### config.mk
export PLATFORM = sky130hd
export DESIGN_NAME = seven_segment_scanner
export DESIGN_NICKNAME = d
export VERILOG_FILES = /design/src/rtl/seven_segment_scanner_pkg.sv /design/src/rtl/seven_segment_scanner_decoder.sv /design/src/rtl/seven_segment_scanner.sv
export SDC_FILE = /design/constraint.sdc
export NUM_CORES = 1
export LEC_CHECK = 0
export CORE_MARGIN = 4
export CORE_UTILIZATION = 44
export DETAILED_ROUTE_END_ITERATION = 8
export GPL_TIMING_DRIVEN = 0
export PLACE_DENSITY = 0.65
export SETUP_SLACK_MARGIN = 0.5
export SLEW_MARGIN = 20
export SYNTH_ARGS = -nofsm -noshare
export SYNTH_HDL_FRONTEND = slang
export SYNTH_HIERARCHICAL = 1
export SYNTH_SLANG_ARGS = --single-unit
### constraint.sdc
create_clock -name clk -period 5.4 [get_ports clk]
set_input_delay 0.81 -clock clk [delete_from_list [all_inputs] [get_ports clk]]
set_output_delay 0.81 -clock clk [all_outputs]
set_load 0.005 [all_outputs]
### src/rtl/seven_segment_scanner_pkg.sv
// Shared types and constants for the seven-segment scanner: scan FSM states,
// the all-segments-off pattern and the nibble width.
package sevenSegPkg;

    typedef enum logic [1:0] {
        IDLE  = 2'd0,
        BLANK = 2'd1,
        SHOW  = 2'd2
    } scanState_t;

    localparam int         NIBBLE_W = 4;
    localparam logic [6:0] SEG_OFF  = 7'b1111111;

endpackage

### src/rtl/seven_segment_scanner_decoder.sv
// Combinational hex-to-seven-segment decoder, active-low segments ordered {A..G}.
module sevenSegmentController
    import sevenSegPkg::*;
(
    input  logic [NIBBLE_W-1:0] i_nibble,
    output logic [6:0]          o_segment
);

    always_comb begin
        o_segment = SEG_OFF;
        case (i_nibble)
            4'h0: o_segment = 7'b0000001;
            4'h1: o_segment = 7'b1001111;
            4'h2: o_segment = 7'b0010010;
            4'h3: o_segment = 7'b0000110;
            4'h4: o_segment = 7'b1001100;
            4'h5: o_segment = 7'b0100100;
            4'h6: o_segment = 7'b0100000;
            4'h7: o_segment = 7'b0001111;
            4'h8: o_segment = 7'b0000000;
            4'h9: o_segment = 7'b0000100;
            4'hA: o_segment = 7'b0001000;
            4'hB: o_segment = 7'b1100000;
            4'hC: o_segment = 7'b0110001;
            4'hD: o_segment = 7'b1000010;
            4'hE: o_segment = 7'b0110000;
            4'hF: o_segment = 7'b0111000;
        endcase
    end

endmodule

### src/rtl/seven_segment_scanner.sv
// Multiplexed common-anode display scanner with blanking gaps and frame-aligned loads.
// Define SEVENSEG_ZERO_BLANK_EN to suppress leading zero digits.
module seven_segment_scanner
    import sevenSegPkg::*;
#(
    parameter int NUM_DIGITS   = 4,
    parameter int PRESCALE     = 1000,
    parameter int BLANK_CYCLES = 16
)(
    input  logic                           clk,
    input  logic                           resetN,
    input  logic                           enable,
    input  logic                           loadValid,
    output logic                           loadReady,
    input  logic [NIBBLE_W*NUM_DIGITS-1:0] loadData,
    input  logic [NUM_DIGITS-1:0]          digitEnable,
    output logic [6:0]                     segment,
    output logic [NUM_DIGITS-1:0]          anode,
    output logic                           scanDone
);

    localparam int DATA_W  = NIBBLE_W * NUM_DIGITS;
    localparam int IDX_W   = $clog2(NUM_DIGITS);
    localparam int MAX_CNT = (PRESCALE > BLANK_CYCLES) ? PRESCALE : BLANK_CYCLES;
    localparam int CNT_W   = (MAX_CNT > 1) ? $clog2(MAX_CNT) : 1;

    localparam logic [CNT_W-1:0] SHOW_LOAD  = CNT_W'(PRESCALE - 1);
    localparam logic [CNT_W-1:0] BLANK_LOAD = CNT_W'(BLANK_CYCLES - 1);
    localparam logic [IDX_W-1:0] LAST_IDX   = IDX_W'(NUM_DIGITS - 1);

    scanState_t            r_state;
    scanState_t            w_nextState;
    logic [IDX_W-1:0]      r_idx;
    logic [IDX_W-1:0]      w_nextIdx;
    logic [CNT_W-1:0]      r_cnt;
    logic [CNT_W-1:0]      w_nextCnt;
    logic [DATA_W-1:0]     r_display;
    logic [DATA_W-1:0]     r_shadow;
    logic [DATA_W-1:0]     w_nextDisplay;
    logic                  r_pending;
    logic                  w_frameWrap;
    logic                  w_applyPending;
    logic                  w_loadFire;
    logic [NIBBLE_W-1:0]   w_nibble;
    logic [6:0]            w_decoded;
    logic [6:0]            w_nextSegment;
    logic [6:0]            r_segment;
    logic [NUM_DIGITS-1:0] w_litMask;
    logic [NUM_DIGITS-1:0] w_nextAnode;
    logic [NUM_DIGITS-1:0] r_anode;
    logic                  r_scanDone;

    always_comb begin
        w_nextState = r_state;
        w_nextIdx   = r_idx;
        w_nextCnt   = r_cnt;
        w_frameWrap = 1'b0;
        if (!enable) begin
            w_nextState = IDLE;
            w_nextIdx   = '0;
            w_nextCnt   = '0;
        end else begin
            case (r_state)
                IDLE: begin
                    w_nextState = BLANK;
                    w_nextIdx   = '0;
                    w_nextCnt   = BLANK_LOAD;
                end
                BLANK: begin
                    if (r_cnt == '0) begin
                        w_nextState = SHOW;
                        w_nextCnt   = SHOW_LOAD;
                    end else begin
                        w_nextCnt = r_cnt - CNT_W'(1);
                    end
                end
                SHOW: begin
                    if (r_cnt == '0) begin
                        w_nextState = BLANK;
                        w_nextCnt   = BLANK_LOAD;
                        if (r_idx == LAST_IDX) begin
                            w_nextIdx   = '0;
                            w_frameWrap = 1'b1;
                        end else begin
                            w_nextIdx = r_idx + IDX_W'(1);
                        end
                    end else begin
                        w_nextCnt = r_cnt - CNT_W'(1);
                    end
                end
                default: begin
                    w_nextState = IDLE;
                    w_nextIdx   = '0;
                    w_nextCnt   = '0;
                end
            endcase
        end
    end

    // A load arriving on the boundary cycle sees r_pending low, so it waits a frame.
    assign w_loadFire     = loadValid && !r_pending;
    assign w_applyPending = r_pending && (w_frameWrap || (r_state == IDLE));
    assign w_nextDisplay  = w_applyPending ? r_shadow : r_display;

`ifdef SEVENSEG_ZERO_BLANK_EN
    logic w_seenNonZero;

    always_comb begin
        w_seenNonZero = 1'b0;
        w_litMask     = '0;
        for (int i = NUM_DIGITS - 1; i >= 0; i--) begin
            w_seenNonZero = w_seenNonZero || (r_display[NIBBLE_W*i +: NIBBLE_W] != '0);
            w_litMask[i]  = w_seenNonZero || (i == 0);
        end
    end
`else
    assign w_litMask = '1;
`endif

    // Decode against the upcoming index and display so segments are final on BLANK entry.
    always_comb begin
        w_nibble = '0;
        for (int i = 0; i < NUM_DIGITS; i++) begin
            if (w_nextIdx == IDX_W'(i)) begin
                w_nibble = w_nextDisplay[NIBBLE_W*i +: NIBBLE_W];
            end
        end
    end

    sevenSegmentController u_decoder (
        .i_nibble  (w_nibble),
        .o_segment (w_decoded)
    );

    always_comb begin
        w_nextAnode   = '1;
        w_nextSegment = r_segment;
        case (w_nextState)
            IDLE:  w_nextSegment = SEG_OFF;
            BLANK: w_nextSegment = w_decoded;
            SHOW: begin
                for (int i = 0; i < NUM_DIGITS; i++) begin
                    if ((w_nextIdx == IDX_W'(i)) && digitEnable[i] && w_litMask[i]) begin
                        w_nextAnode[i] = 1'b0;
                    end
                end
            end
            default: w_nextSegment = SEG_OFF;
        endcase
    end

    always_ff @(posedge clk or negedge resetN) begin
        if (!resetN) begin
            r_state    <= IDLE;
            r_idx      <= '0;
            r_cnt      <= '0;
            r_anode    <= '1;
            r_segment  <= SEG_OFF;
            r_scanDone <= 1'b0;
        end else begin
            r_state    <= w_nextState;
            r_idx      <= w_nextIdx;
            r_cnt      <= w_nextCnt;
            r_anode    <= w_nextAnode;
            r_segment  <= w_nextSegment;
            r_scanDone <= w_frameWrap;
        end
    end

    always_ff @(posedge clk or negedge resetN) begin
        if (!resetN) begin
            r_display <= '0;
            r_shadow  <= '0;
            r_pending <= 1'b0;
        end else begin
            r_display <= w_nextDisplay;
            if (w_loadFire) begin
                r_shadow  <= loadData;
                r_pending <= 1'b1;
            end else if (w_applyPending) begin
                r_pending <= 1'b0;
            end
        end
    end

    assign loadReady = !r_pending;
    assign segment   = r_segment;
    assign anode     = r_anode;
    assign scanDone  = r_scanDone;

endmodule

; ---- After elaboration in Yosys (flattened, before gate mapping)
; Memories as Yosys holds them, arrays and structs flattened.
; Index checks and enable logic that the tools add are counted.
; Widths: inputs -> output; s select.
[word_totals]
ff_bits = 59
mem_bits_ro = 112
inputBits = 24
n_memories = 1
[op_classes]
addsub = 2
n_eq_ne = 8
muxes = 29
n_reduce_logical = 12
[mem_list]
columns = name, depth, word_bits, read_ports, rd_ports_with_merged_regs, write_ports, line
row1 = (name not given), 16, 7, 1, 0, 0, seven_segment_scanner_decoder.sv:11  ; case (i_nibble)
[ops]
columns = operator, count
row1 = $mux 10, 3
row2 = $pmux 10 s3, 1
row3 = $mux 4, 5
row4 = $mux 16, 1
row5 = $pmux 7 s2, 1
row6 = $mux 2, 6
row7 = $eq 2x2->1 const B, 5
row8 = $logic_not 10->1, 1
row9 = $mux 1, 10
row10 = $sub 10x1->10 const B, 1
row11 = $eq 2x1->1 const B, 3
row12 = $logic_and 1x1->1, 6
row13 = $pmux 2 s3, 1
row14 = $logic_not 2->1, 2
row15 = $pmux 2 s2, 1
row16 = $add 2x1->2 const B, 1
row17 = $reduce_bool 2->1, 1
row18 = $logic_not 1->1, 1
row19 = $logic_or 1x1->1, 1

; ---- Longest topological paths before layout
; An unclocked memory read counts as a cell.
[logic_depth]
word_depth = 14
mapped_depth = 15
mapped_depth_nobuf = 13

; ---- Cells and area by module
; The synthesis kept the hierarchy.
[by_module_without_submodules]
columns = mod, instances, cells_each, area_each_um2, seq_area_each_um2
row1 = seven_segment_scanner, 1, 236, 2842.7, 1490.2
row2 = sevenSegmentController, 1, 33, 269.0, 0.0

; ---- Worst setup path before layout
; Ideal clock, no wire load.
[synth_timing]
kind = in2reg
startpoint = input port enable
endpoint = register r_segment[3] (netlist: segment[3])
t_arrival_ns = 3.839
required_time_ns = 5.322
path_slack_ns = 1.483
path_stages = 12
n_path_buf = 2
path_cell_list = clkbuf_1 > and4_1 > a41oi_2 > buf_2 > mux2i_1 > o21a_1 > o31ai_1 > inv_1 > ha_1 > inv_1 > mux4_2 > o22a_2
[synth_via]
elab_chain_cells = 10
word_cells_on_any_way = 18
classes_between = eq/ne (5) / mux (9) / reduce/logical (3) / memory (1)
[synth_rtl]
columns = item, line
row1 = "start, declared", seven_segment_scanner.sv:12  ; input logic enable,
row2 = $mux 1, seven_segment_scanner.sv:58  ; if (!enable) begin
row3 = $logic_or 1x1->1, seven_segment_scanner.sv:102  ; assign w_applyPending = r_pending && (w_frameWrap || (r_state == IDLE));
row4 = $logic_and 1x1->1, seven_segment_scanner.sv:102
row5 = $mux 16, seven_segment_scanner.sv:103  ; assign w_nextDisplay = w_applyPending ? r_shadow : r_display;
row6 = $mux 4 (3 in a row), seven_segment_scanner.sv:124  ; if (w_nextIdx == IDX_W'(i)) begin
row7 = $mux 4 *, seven_segment_scanner.sv:124
row8 = named net w_nibble[0], seven_segment_scanner.sv:44  ; logic [NIBBLE_W-1:0] w_nibble;
row9 = $mem_v2 16x7 *, -
row10 = named net w_decoded[3], seven_segment_scanner.sv:45  ; logic [6:0] w_decoded;
row11 = $pmux 7 s2 *, seven_segment_scanner.sv:138  ; case (w_nextState)
row12 = "end signal, assigned", seven_segment_scanner.sv:165  ; r_segment <= w_nextSegment;
row13 = "end, declared", seven_segment_scanner.sv:47  ; logic [6:0] r_segment;
; The timed path passes the listed nets; every way through them passes the cells marked *.
; A chain may end at the register's enable or synchronous reset.

; ---- Final worst setup path
[layout_timing]
startpoint = register r_state[0]
endpoint = register r_segment[3] (netlist: segment[3])
[layout_via]
elab_chain_cells = 12
word_cells_on_any_way = 26
classes_between = eq/ne (7) / mux (14) / reduce/logical (4) / memory (1)
[layout_rtl]
columns = item, line
row1 = "start, declared", seven_segment_scanner.sv:31  ; scanState_t r_state;
row2 = "start signal, assigned", seven_segment_scanner.sv:161  ; r_state <= w_nextState;
row3 = $eq 2x2->1, seven_segment_scanner.sv:63  ; case (r_state)
row4 = $mux 1, seven_segment_scanner.sv:63
row5 = $mux 1, seven_segment_scanner.sv:58
row6 = $logic_or 1x1->1, seven_segment_scanner.sv:102
row7 = $logic_and 1x1->1, seven_segment_scanner.sv:102
row8 = $mux 16, seven_segment_scanner.sv:103
row9 = $mux 4 (3 in a row), seven_segment_scanner.sv:124
row10 = $mux 4 *, seven_segment_scanner.sv:124
row11 = named net w_nibble[0], seven_segment_scanner.sv:44
row12 = $mem_v2 16x7 *, -
row13 = named net w_decoded[3], seven_segment_scanner.sv:45
row14 = $pmux 7 s2 *, seven_segment_scanner.sv:138
; Marked as above.

==> results by group <==
Floorplanning
  • Initial Utilization: 45.5%
  • IO Pins: 37
  • Die ar.: 8480 um2
  • Die Wd: 92.1 um
  • Die H: 92.1 um
  • Core Box Area: 6830 um2
  • Row count: 30

Cells and area
  • Reg area: 1490 um2
  • Share of cells above drive strength 1: 26.5%
  • # nets final: 354
  • Area Overhead vs Synth: 22.4%
  • Fillers: 611
  • Multi-input logic area: 1510 um2
  • Antenna Cells: 0
  • Post-route insts no fill: 417

Synthesis
  • Post-Syn Nets: 307
  • Yosys warning total: 6
  • Most common cell in the netlist: dfrtp_1
  • Synthesized area: 3110 um2
  • Synth top area share: 38.6%
  • Synth cell count leaders: dfrtp_1, mux2_2, ha_1
  • Unique cell type count in the Yosys netlist: 54
  • Predominant post-synthesis flop cell: dfrtp_1
  • Synth Register Bits: 59
  • Syn_area_per_cell: 11.6 um2
  • Share of flip-flops with an asynchronous set or reset: 100%
  • Area leader, netlist: dfrtp_1
  • Post-synthesis sequential area ratio: 47.9%
  • Mapped Cells: 269
  • Most area-consuming cells after synthesis: dfrtp_1, mux2_2, dfstp_2, ha_1, mux2i_1
  • Number of synthesized flops with an enable pin: 0

STA
  • RSZ-0062 raised after global routing: false
  • Period utilisation layout: 80.2%
  • Final WS setup: 1.07 ns
  • Period minus WS final: 4.33 ns
  • Final Setup Violations: 0
  • Pins over their slew limit: 0
  • Worst rel slew slack: 39.8%
  • Final Hold Violating Endpoints: 0
  • Worst-Margin Slew: 0.895 ns
  • Layout Skew: 0.00851 ns
  • Fmax: 0.231 GHz
  • Total Neg Setup Slack: 0 ns

Placed design
  • Place WS: 0.822 ns
  • IO Port Bufs: 35
  • GP Congestion: 0.814
  • Dpl cells: 401
  • Detailed placer's ending HPWL: 4.70 mm

Clock tree
  • CTS tree: yes
  • Cts hold-fix bufs: 0
  • Num CTS Buffers: 9
  • Clk_lat worst skew: 0.35 ns
  • Worst-path clk slew: 0.07 ns
  • Max Root-Sink Buffers: 2
  • H-tree depth: 3
  • # clock sinks: 59
  • Root Driver: clkbuf_8
  • Post-CTS Setup Inserts: 0
  • Post-CTS Resized: 0

Setup path
  • Crit path DAT: 4.61 ns
  • Setup crit start kind: flop
  • WS Path Type: reg2reg
  • R2r worst-path depth: 13
  • Critical Path, Cell by Cell: inv_1 > ha_1 > or3b_2 > a2111oi_4 > or2_2 > buf_2 > a221oi_1 > o31ai_1 > inv_1 > ha_1 > inv_1 > mux4_2 > o22a_2
  • Data required, critical path: 5.68 ns
  • Setup slack, reg-to-reg: 1.07 ns
  • Reg-to-Reg End: segment[3]$_DFFE_PN1P_
  • Most used cell, CP: inv_1
  • CP max stage delay: 0.77 ns
  • Setup crit end kind: flop
  • Max FO, Critical Path: 8
  • Worst R2R Start: r_state[0]$_DFF_PN0_
  • CP max stage cell: o31ai_1

Pwr
  • Power density over cell area: 515 nW/um2
  • Total power: 0.00196 W
  • Leak: 1.62 nW
  • Maximum vdd drop: 0.281 mV

GRT
  • Vias in the first global route: 2234
  • GRT Overall Usage: 16.5%
  • Remaining global-route overflow: 0
  • First-pass GRT wire length: 10.9 mm
  • Pin count of the biggest net entering global routing: 34
  • Initial antenna violation count: 0

Routing
  • Drt first-iter violations: 49
  • Drt pass-1 iters: 4
  • # DRC: 0
  • Via/cell ratio: 5.33
  • Routed WL: 6.47 mm
  • Vias: 2224
  • Wire per inst: 15.5 um
  • Routed Antenna Nets: 0

Status
  • Status: completed

Min path
  • Worst min path class: in2async

Flow run
  • Max_cap viols: 0
[per-stage QoR]
stage,util [%],hold WS [ns],instance area [um2]
final,55.8,0.380,3810
after global routing,55.8,0.391,3810
after CTS,55.8,0.378,3810
after detailed placement,52.7,0.484,3600
after global placement,52.4,0.481,3580
after floorplan,-,0.451,3110
[logic make-up (layout without fill, tap and decap cells)]
group | Yosys count | count (layout) | synth area share [%]
DFF | 59 | 59 | 47.9
and+or+nand+nor | 64 | 64 | 12.3
buffers and inverters | 25 | 77 | 3.46
AOI/OAI and AO/OA | 61 | 61 | 14.6
muxes | 41 | 41 | 14.7
xor gates and xnor gates | 5 | 5 | 1.41
adders and majority gates | 14 | 14 | 5.63
[worst max path at each step]
stage                              start                     end  cells past startpoint
global placement                  enable  segment[3]$_DFFE_PN1P_                     12
detailed placement                enable  segment[3]$_DFFE_PN1P_                     12
CTS                 r_state[0]$_DFF_PN0_  segment[3]$_DFFE_PN1P_                     13
floorplan                         enable  segment[3]$_DFFE_PN1P_                     12
global route        r_state[0]$_DFF_PN0_  segment[3]$_DFFE_PN1P_                     13
finish              r_state[0]$_DFF_PN0_  segment[3]$_DFFE_PN1P_                     13
[power breakdown]
group | internal [W] | switching (W)
clock | 0.000258 | 0.000176
sequential | 0.000626 | 0.0000859
combinational | 0.000415 | 0.000401
total | 0.00130 | 0.000663
[worst max-delay path: cells and delay by family, from the launching register on]
kind / cells / cell delay, ns
muxes: 1 / 0.44
DFF: 1 / 0.42
buffers and inverters: 4 / 0.59
AOI/OAI and AO/OA: 4 / 1.48
adders and majority gates: 2 / 0.65
and+or+nand+nor: 2 / 0.68
[registers in the layout (all words and copies together), names as in the netlist]
signal     cells
r_cnt         10
r_idx          2
scanDone       1
r_pending      1
anode          4
r_shadow      16
r_state        2
r_display     16
segment        7
[layer usage]
| layer | global-route usage (%) | wire (um) |
|---|---|---|
| met5 | 0 | 0 |
| met4 | 9.41 | 163 |
| met3 | 3.12 | 203 |
| met2 | 26.5 | 3180 |
| met1 | 20.7 | 2920 |
[cell usage in the layout (no fill, tap or decap), types with 3 or more instances in the layout]
cell type         n
nand2b_1          3
o21bai_1          3
clkbuf_1          8
a211oi_1          3
mux2_2           28
dfstp_2          11
clkbuf_8          9
nor2b_1           3
xor2_1            3
mux2i_1          12
nor3_1            3
or2_2             4
nand3_1           4
a21oi_1          13
nand2_1          12
o21a_1            4
a221oi_1          3
and3_1            3
o21ai_0          10
inv_1            13
clkdlybuf4s50_1  34
dfrtp_1          48
o22a_2            7
buf_2             5
o31ai_1           3
ha_1             14
nand3b_1          3
nor2_1           13
[area by class of cell]
cell class	count	area share, %
Multi-Input combinational cell	185	39.8
Sequential cell	59	39.1
Timing Repair Buffer	36	9.66
Clock buffer	11	3.45
Tap cell	96	3.15
Clock inverter	5	2.04
Buffer	12	1.54
Inverter	13	1.28
(Power assumes the default switching activity.)
